<file path="config.mk">
export PLATFORM = sky130hd
export DESIGN_NAME = id_ex_operand_stage
export DESIGN_NICKNAME = d
export VERILOG_FILES = /design/src/rtl/id_ex_operand_stage.sv
export SDC_FILE = /design/constraint.sdc
export NUM_CORES = 1
export LEC_CHECK = 0
export CAP_MARGIN = 5
export CORE_AREA = 2 2 192 194
export CTS_CLUSTER_SIZE = 14
export DETAILED_ROUTE_END_ITERATION = 16
export DIE_AREA = 0 0 194 196
export RECOVER_POWER = 100
export SLEW_MARGIN = 40
export SYNTH_ARGS = -nofsm -noshare
export SYNTH_HDL_FRONTEND = slang
export SYNTH_SLANG_ARGS = --single-unit
</file>
<file path="constraint.sdc">
create_clock -name clk -period 4.3 [get_ports clk]
set_input_delay 0.86 -clock clk [delete_from_list [all_inputs] [get_ports clk]]
set_output_delay 0.86 -clock clk [all_outputs]
set_load 0.03 [all_outputs]
</file>
<file path="src/rtl/id_ex_operand_stage.sv">
// ID/EX operand stage: forwards from EX/MEM/WB, detects load-use hazards and registers the resolved operands.
// Optional ID_EX_STALL_COUNT_EN adds a 32-bit free-running stall event counter output.
module id_ex_operand_stage #(
  parameter int DATA_W = 64,
  parameter int REG_W  = 5
) (
  input  logic              clk,
  input  logic              reset,
  input  logic              in_valid,
  input  logic [REG_W-1:0]  ReadRegister1,
  input  logic [REG_W-1:0]  ReadRegister2,
  input  logic [DATA_W-1:0] ReadData1,
  input  logic [DATA_W-1:0] ReadData2,
  input  logic [REG_W-1:0]  DestReg,
  input  logic              RegWriteIn,
  input  logic              MemReadIn,
  input  logic              flush,
  input  logic              ex_valid,
  input  logic              ex_RegWrite,
  input  logic              ex_MemRead,
  input  logic [REG_W-1:0]  ex_DestReg,
  input  logic [DATA_W-1:0] ex_Result,
  input  logic              mem_valid,
  input  logic              mem_RegWrite,
  input  logic [REG_W-1:0]  mem_DestReg,
  input  logic [DATA_W-1:0] mem_Result,
  input  logic              wb_valid,
  input  logic              wb_RegWrite,
  input  logic [REG_W-1:0]  wb_DestReg,
  input  logic [DATA_W-1:0] wb_Data,
  output logic              stall,
  output logic              out_valid,
  output logic              out_RegWrite,
  output logic              out_MemRead,
  output logic [REG_W-1:0]  out_DestReg,
  output logic [DATA_W-1:0] Op1,
  output logic [DATA_W-1:0] Op2
`ifdef ID_EX_STALL_COUNT_EN
  ,
  output logic [31:0]       stall_count
`endif
);

  localparam logic [REG_W-1:0] ZERO_REG = '1;

  function automatic logic hit(input logic v, input logic w,
                               input logic [REG_W-1:0] d, input logic [REG_W-1:0] s);
    return v & w & (d == s) & (s != ZERO_REG);
  endfunction

  logic ex_hit1, ex_hit2, mem_hit1, mem_hit2, wb_hit1, wb_hit2;
  logic [DATA_W-1:0] op1_sel, op2_sel;
  logic bubble;

  logic              valid_d, valid_q;
  logic              regwrite_d, regwrite_q;
  logic              memread_d, memread_q;
  logic [REG_W-1:0]  dest_d, dest_q;
  logic [DATA_W-1:0] op1_d, op1_q;
  logic [DATA_W-1:0] op2_d, op2_q;

  always_comb begin
    ex_hit1  = hit(ex_valid,  ex_RegWrite,  ex_DestReg,  ReadRegister1);
    ex_hit2  = hit(ex_valid,  ex_RegWrite,  ex_DestReg,  ReadRegister2);
    mem_hit1 = hit(mem_valid, mem_RegWrite, mem_DestReg, ReadRegister1);
    mem_hit2 = hit(mem_valid, mem_RegWrite, mem_DestReg, ReadRegister2);
    wb_hit1  = hit(wb_valid,  wb_RegWrite,  wb_DestReg,  ReadRegister1);
    wb_hit2  = hit(wb_valid,  wb_RegWrite,  wb_DestReg,  ReadRegister2);
  end

  // Lowest priority first so later assignments win; the regfile read is stale during a WB write.
  always_comb begin
    op1_sel = ReadData1;
    if (wb_hit1)  op1_sel = wb_Data;
    if (mem_hit1) op1_sel = mem_Result;
    if (ex_hit1)  op1_sel = ex_Result;
    if (ReadRegister1 == ZERO_REG) op1_sel = '0;

    op2_sel = ReadData2;
    if (wb_hit2)  op2_sel = wb_Data;
    if (mem_hit2) op2_sel = mem_Result;
    if (ex_hit2)  op2_sel = ex_Result;
    if (ReadRegister2 == ZERO_REG) op2_sel = '0;
  end

  always_comb begin
    stall  = reset & in_valid & ~flush & ex_MemRead & (ex_hit1 | ex_hit2);
    bubble = flush | stall;

    valid_d    = 1'b0;
    regwrite_d = 1'b0;
    memread_d  = 1'b0;
    dest_d     = '0;
    op1_d      = '0;
    op2_d      = '0;
    if (!bubble) begin
      valid_d    = in_valid;
      regwrite_d = RegWriteIn & in_valid;
      memread_d  = MemReadIn & in_valid;
      dest_d     = DestReg;
      op1_d      = op1_sel;
      op2_d      = op2_sel;
    end
  end

  always_ff @(posedge clk) begin
    if (!reset) begin
      valid_q    <= 1'b0;
      regwrite_q <= 1'b0;
      memread_q  <= 1'b0;
      dest_q     <= '0;
      op1_q      <= '0;
      op2_q      <= '0;
    end else begin
      valid_q    <= valid_d;
      regwrite_q <= regwrite_d;
      memread_q  <= memread_d;
      dest_q     <= dest_d;
      op1_q      <= op1_d;
      op2_q      <= op2_d;
    end
  end

  assign out_valid    = valid_q;
  assign out_RegWrite = regwrite_q;
  assign out_MemRead  = memread_q;
  assign out_DestReg  = dest_q;
  assign Op1          = op1_q;
  assign Op2          = op2_q;

`ifdef ID_EX_STALL_COUNT_EN
  logic [31:0] stall_count_d, stall_count_q;

  // Flush suppresses stall, so flushed cycles never count; wraps naturally at 2^32.
  always_comb begin
    stall_count_d = stall_count_q;
    if (stall) stall_count_d = stall_count_q + 32'd1;
  end

  always_ff @(posedge clk) begin
    if (!reset) stall_count_q <= '0;
    else        stall_count_q <= stall_count_d;
  end

  assign stall_count = stall_count_q;
`endif

endmodule

</file>
# --- Yosys cells after proc, flatten, opt, wreduce, memory -nomap -nowiden ---
# Index checks and enable logic that the tools add are counted.
classes:
  n_eq_ne: 10
  mux: 6
  bitwise: 25
  reduce_logical: 3
ops:
  columns: ["operator", "n"]
  rows:
  - ["2-to-1 mux 64 bit", 6]
  - ["== test 5 bit", 6]
  - ["AND 1 bit", 21]
  - ["== test 5 bit (second input constant)", 2]
  - ["inequality test 5 bit (second input constant)", 2]
  - ["OR reduction 3 bit", 2]
  - ["inverter 1 bit", 2]
  - ["bitwise OR 1 bit", 2]
  - ["OR reduction 2 bit", 1]
totals:
  ff_bits: 136
  input_bits: 363
  out_inout_bits: 137
  wordCells: 50

# --- Logic depth before layout (Yosys ltp) ---
# Gate-level depths: netlist of run 1.
depth:
  ltp_word: 7
  ltp_mapped: 8
  mapped_depth_nobuf: 6

# --- Least setup slack after synthesis of run 1 ---
# OpenSTA, ideal clock, no wires.
synth_timing:
  path_type: "input-to-output"
  start: "in ex_DestReg[1]"
  end: "out stall"
  arrival_ns: 2.470
  required_ns: 3.440
  setup_slack_ns: 0.970
  stages: 5
  n_path_buf: 0
  cell_sequence: "xor2_1 > nor4_1 > and4_1 > o211ai_2 > nor3b_1"
synth_between:
  elab_chain_len: 5
  word_cells_on_any_way: 8
  classes_between: "eq/ne (2); bitwise (6)"
synth_rtl:
  columns: ["item", "line_no", "source"]
  rows:
  - ["start, declared", "21", "input logic [REG_W-1:0] ex_DestReg,"]
  - ["== test 5 bit", "48", "return v & w & (d == s) & (s != ZERO_REG);"]
  - ["AND 1 bit (2 in series)", "48", null]
  - ["bitwise OR 1 bit *", "87", "stall = reset & in_valid & ~flush & ex_MemRead & (ex_hit1 | ex_hit2);"]
  - ["AND 1 bit *", "87", null]
  - ["end, declared", "31", "output logic stall,"]
# Every way passes the cells marked *; elsewhere a longest branch is shown, timed or not.

# --- Final worst setup path of run 1 ---
layout_timing:
  start: "in ReadRegister2[1]"
  end: "reg op2_q[4], in the netlist Op2[4]"
layout_between:
  elab_chain_len: 7
  word_cells_on_any_way: 18
  classes_between: "eq/ne (5); mux (3); bitwise (9); reduce/logical (1)"
layout_rtl:
  columns: ["item", "line_no", "source"]
  rows:
  - ["start, declared", "11", "input logic [REG_W-1:0] ReadRegister2,"]
  - ["== test 5 bit", "48", null]
  - ["AND 1 bit (2 in series)", "48", null]
  - ["bitwise OR 1 bit", "87", null]
  - ["AND 1 bit", "87", null]
  - ["bitwise OR 1 bit", "88", "bubble = flush | stall;"]
  - ["OR reduction 3 bit (no line)", null, null]
  - ["end signal, assigned", "120", "op2_q <= op2_d;"]
  - ["end, declared", "60", "logic [DATA_W-1:0] op2_d, op2_q;"]
# Several ways; a longest one is shown, not always the timed one.
# A chain may end at the register's enable or synchronous reset.

==> results by group, run 1 <==
Clock network
  – Clock tree from TritonCTS: built
  – TritonCTS Sinks: 136
  – Clk Tree Root Cell: sky130_fd_sc_hd__clkbuf_16
  – CTS buffer count: 17
  – Clk pin slew, worst setup/hold paths: ~70 ps
  – Post-cts hold buffer count: 0
  – Number of gates resized after cts: 0
  – Max H-tree Level: 4
  – Max Buffers Root-to-Sink: 2
  – Post-CTS setup buffer count: 0

Worst setup path
  – Biggest fanout along the worst timing path: 20
  – Data required time at the worst endpoint: 4550 ps
  – Cell class contributing the biggest share of worst-path delay: buffers and inverters
  – Endpoint class of the critical path: register
  – Category of the critical setup timing path: in -> reg
  – Delay of the slowest critical-path stage: 1020 ps
  – Chain of cells forming the critical path: dlygate4sd3_1 -> xor2_1 -> nor4_1 -> and4_2 -> o211ai_1 -> clkbuf_1 -> nand3_1 -> clkbuf_1 -> a21oi_1
  – Critical path's slowest cell: sky130_fd_sc_hd__clkbuf_1
  – Critical path buffers and inverters: 3
  – CP most frequent cell: sky130_fd_sc_hd__clkbuf_1
  – Worst setup SP type: input port
  – Total number of cells along the worst setup path: 9
  – Worst endpoint data arrival time: just over 4000 ps

STA
  – Fmax achieved: 259.7 MHz
  – Slew Viols, Final: 0
  – Setup_tns: 0 ps
  – Setup repair after global routing missed its margin: false
  – Time the final worst path needs with I/O delays and setup: between 3000 and 4000 ps
  – Worst slew margin relative to its limit: 0.07634
  – Hold_ws: roughly 990 ps
  – # setup viols final: 0
  – Hold violation count in the final report: 0
  – Part of the cycle the worst path needs: 0.8953
  – Worst Max-Slew Pin Slew: 1385 ps

Flow run
  – Number of maximum-capacitance violations: 0

Layout
  – Ant diodes: 0
  – Post-synthesis to final-layout area growth: 72.36%
  – Leading cell types in the layout, fill and taps excluded: sky130_fd_sc_hd__clkdlybuf4s50_1 (361), sky130_fd_sc_hd__nand2_1 (239), sky130_fd_sc_hd__dlygate4sd3_1 (137), sky130_fd_sc_hd__dfxtp_1 (136), sky130_fd_sc_hd__a21oi_1 (91)
  – Design Area, Final: 13620 µm²
  – Number of fill cells: 3785
  – Fraction of layout instances using a drive strength above 1: 0.07750
  – Final Net Count: 1808
  – Final Instance Count excl. Fillers: ~1.9k
  – Most common library cell in the layout ignoring fill and taps: sky130_fd_sc_hd__clkdlybuf4s50_1

Global routing
  – Total grt overflow: 0
  – Global-route wire length before repair: 56.92 mm
  – Vias in the first global route: 9285
  – Pin count of the biggest net entering global routing: 129
  – Antenna violations before repair: 0
  – Overall track demand over capacity in global routing: 0.1960

Pwr
  – Power per unit of standard cell area: around 260 nW/µm²
  – Worst IR Drop VDD: 0.2696 mV
  – Overall power consumption: 3.592 mW
  – Leakage: ~5.5 nW

Placed design
  – I/O Buffers: 499
  – DP Area: 13290 µm²
  – Count of placed standard cells including taps: about 1.9k
  – DP HPWL: 27.69 mm
  – GP Congestion: 0.8810

Logic synthesis
  – Distinct cell type count of the synthesized netlist: 31
  – Syn_nets: 1359
  – Register area share after synthesis: 0.3446
  – Synth Cell Area: 7900 µm²
  – Flip-flop and latch count after synthesis: 136
  – Post-Synthesis Cells: 996
  – Average footprint of a synthesized cell: between 7 and 8 µm²
  – Number of warning messages in the yosys log: 0

Drt
  – DRT antenna net count: 0
  – Average wire length per cell after detail routing: 20.19 µm
  – # DRC: 0
  – Pre-antenna DRT Iters: 5
  – Number of vias per cell after detailed routing: between 4 and 5
  – Vias: 9219
  – Starting DRC count in detailed routing: 441
  – Aggregate routed wire length: 38.89 mm

Die
  – Die W: 194 µm
  – Initial standard-cell utilization of the core: 0.2189
  – IO Count: 500
  – Die ar.: 38020 µm²
  – Number of rows created at floorplan: 70
  – Core box area: 36080 µm²
  – Chip Height: just under 200 µm

Worst hold path
  – Cell count of the worst hold path: 3
  – Tightest Hold Check Type: in -> reg

Run status
  – Result of the run: finished, final reports clean
## stage by stage
step	worst slack (ps)	util
after global placement	562.0	0.3676
after global routing	271.3	0.3774
after floorplan	970.4	-
after CTS	587.7	0.3831
after detailed placement	601.2	0.3683
final	450.1	0.3774
## metal layers
layer,vias up,global-route usage,share of wire
met2,464,0.3372,0.49
met1,4309,0.2241,0.40
met4,0,0.08754,0.029
li1,4387,-,-
met3,59,0.05897,0.086
met5,-,0,0
## area by class of cell
| class | instances | area (µm²) | share of cell area |
|---|---|---|---|
| Clock buffer | 21 | 460.4 | 0.03381 |
| Clock inverter | 11 | 73.82 | 0.005421 |
| Multi-Input combinational cell | 772 | 4579 | 0.3363 |
| Sequential cell | 136 | 2723 | 0.1999 |
| Tap cell | 468 | 585.6 | 0.04300 |
| Timing Repair Buffer | 518 | 5195 | 0.3815 |
## where the power goes
part           switching [mW]  internal, mW
Sequential             0.0160          1.32
Clock                   0.625         0.766
Combinational           0.378         0.489
Total                    1.02          2.57
## synth_stat cells
cell	number	area [µm²]
sky130_fd_sc_hd__a211o_1	64	560.5
sky130_fd_sc_hd__o21a_1	21	157.7
sky130_fd_sc_hd__buf_1	2	7.510
sky130_fd_sc_hd__nand4_1	5	31.28
sky130_fd_sc_hd__xnor2_1	14	122.6
sky130_fd_sc_hd__a31o_2	43	376.6
sky130_fd_sc_hd__dfxtp_1	136	2723
sky130_fd_sc_hd__o21ai_0	64	320.3
sky130_fd_sc_hd__nor4_4	1	21.27
sky130_fd_sc_hd__nor2b_1	1	6.260
sky130_fd_sc_hd__and2_1	25	156.4
sky130_fd_sc_hd__mux2i_1	64	640.6
sky130_fd_sc_hd__o211ai_2	1	12.51
sky130_fd_sc_hd__buf_2	15	75.07
sky130_fd_sc_hd__and3_4	1	11.26
sky130_fd_sc_hd__a211oi_1	1	7.510
sky130_fd_sc_hd__a21oi_1	47	235.2
sky130_fd_sc_hd__nor3b_1	1	7.510
sky130_fd_sc_hd__a31oi_1	21	131.4
sky130_fd_sc_hd__clkbuf_1	64	240.2
sky130_fd_sc_hd__nand3_1	3	15.01
sky130_fd_sc_hd__and3_1	9	56.30
sky130_fd_sc_hd__buf_6	1	11.26
sky130_fd_sc_hd__a21oi_2	60	525.5
sky130_fd_sc_hd__nor2_1	64	240.2
sky130_fd_sc_hd__and4_1	1	8.760
sky130_fd_sc_hd__nand2_1	240	900.9
sky130_fd_sc_hd__buf_12	6	120.1
sky130_fd_sc_hd__nor4_1	4	25.02
sky130_fd_sc_hd__xor2_1	16	140.1
sky130_fd_sc_hd__nor4_2	1	12.51
## final timing paths
path                        startpoint      end  slack [ps]
worst max-delay path  ReadRegister2[1]   Op2[4]         450
worst min-delay path     ex_Result[23]  Op1[23]         990
## registers in the layout, indices dropped and copies added (netlist names)
register      flops
Op1              64
Op2              64
out_valid         1
out_RegWrite      1
out_MemRead       1
out_DestReg       5
## cells by family (layout without fill, tap and decap cells)
logic type             count (synthesis)  after routing  synth area share
AO/OA/AOI/OAI                        322            322            0.2946
XOR/XNOR                              30             30           0.03326
buffers and inverters                 88            550           0.05749
flip-flops                           136            136            0.3446
multiplexers                          64             64           0.08109
AND/OR/NAND/NOR                      356            356            0.1889
No activity file was read; power rests on OpenSTA's default activity.
==> inputs of run 2 (changes only) <==
SKIP_LAST_GASP = 1   (was default)
==> results of run 2 <==
Final layout, timing and power as in run 1 (identical DEF).
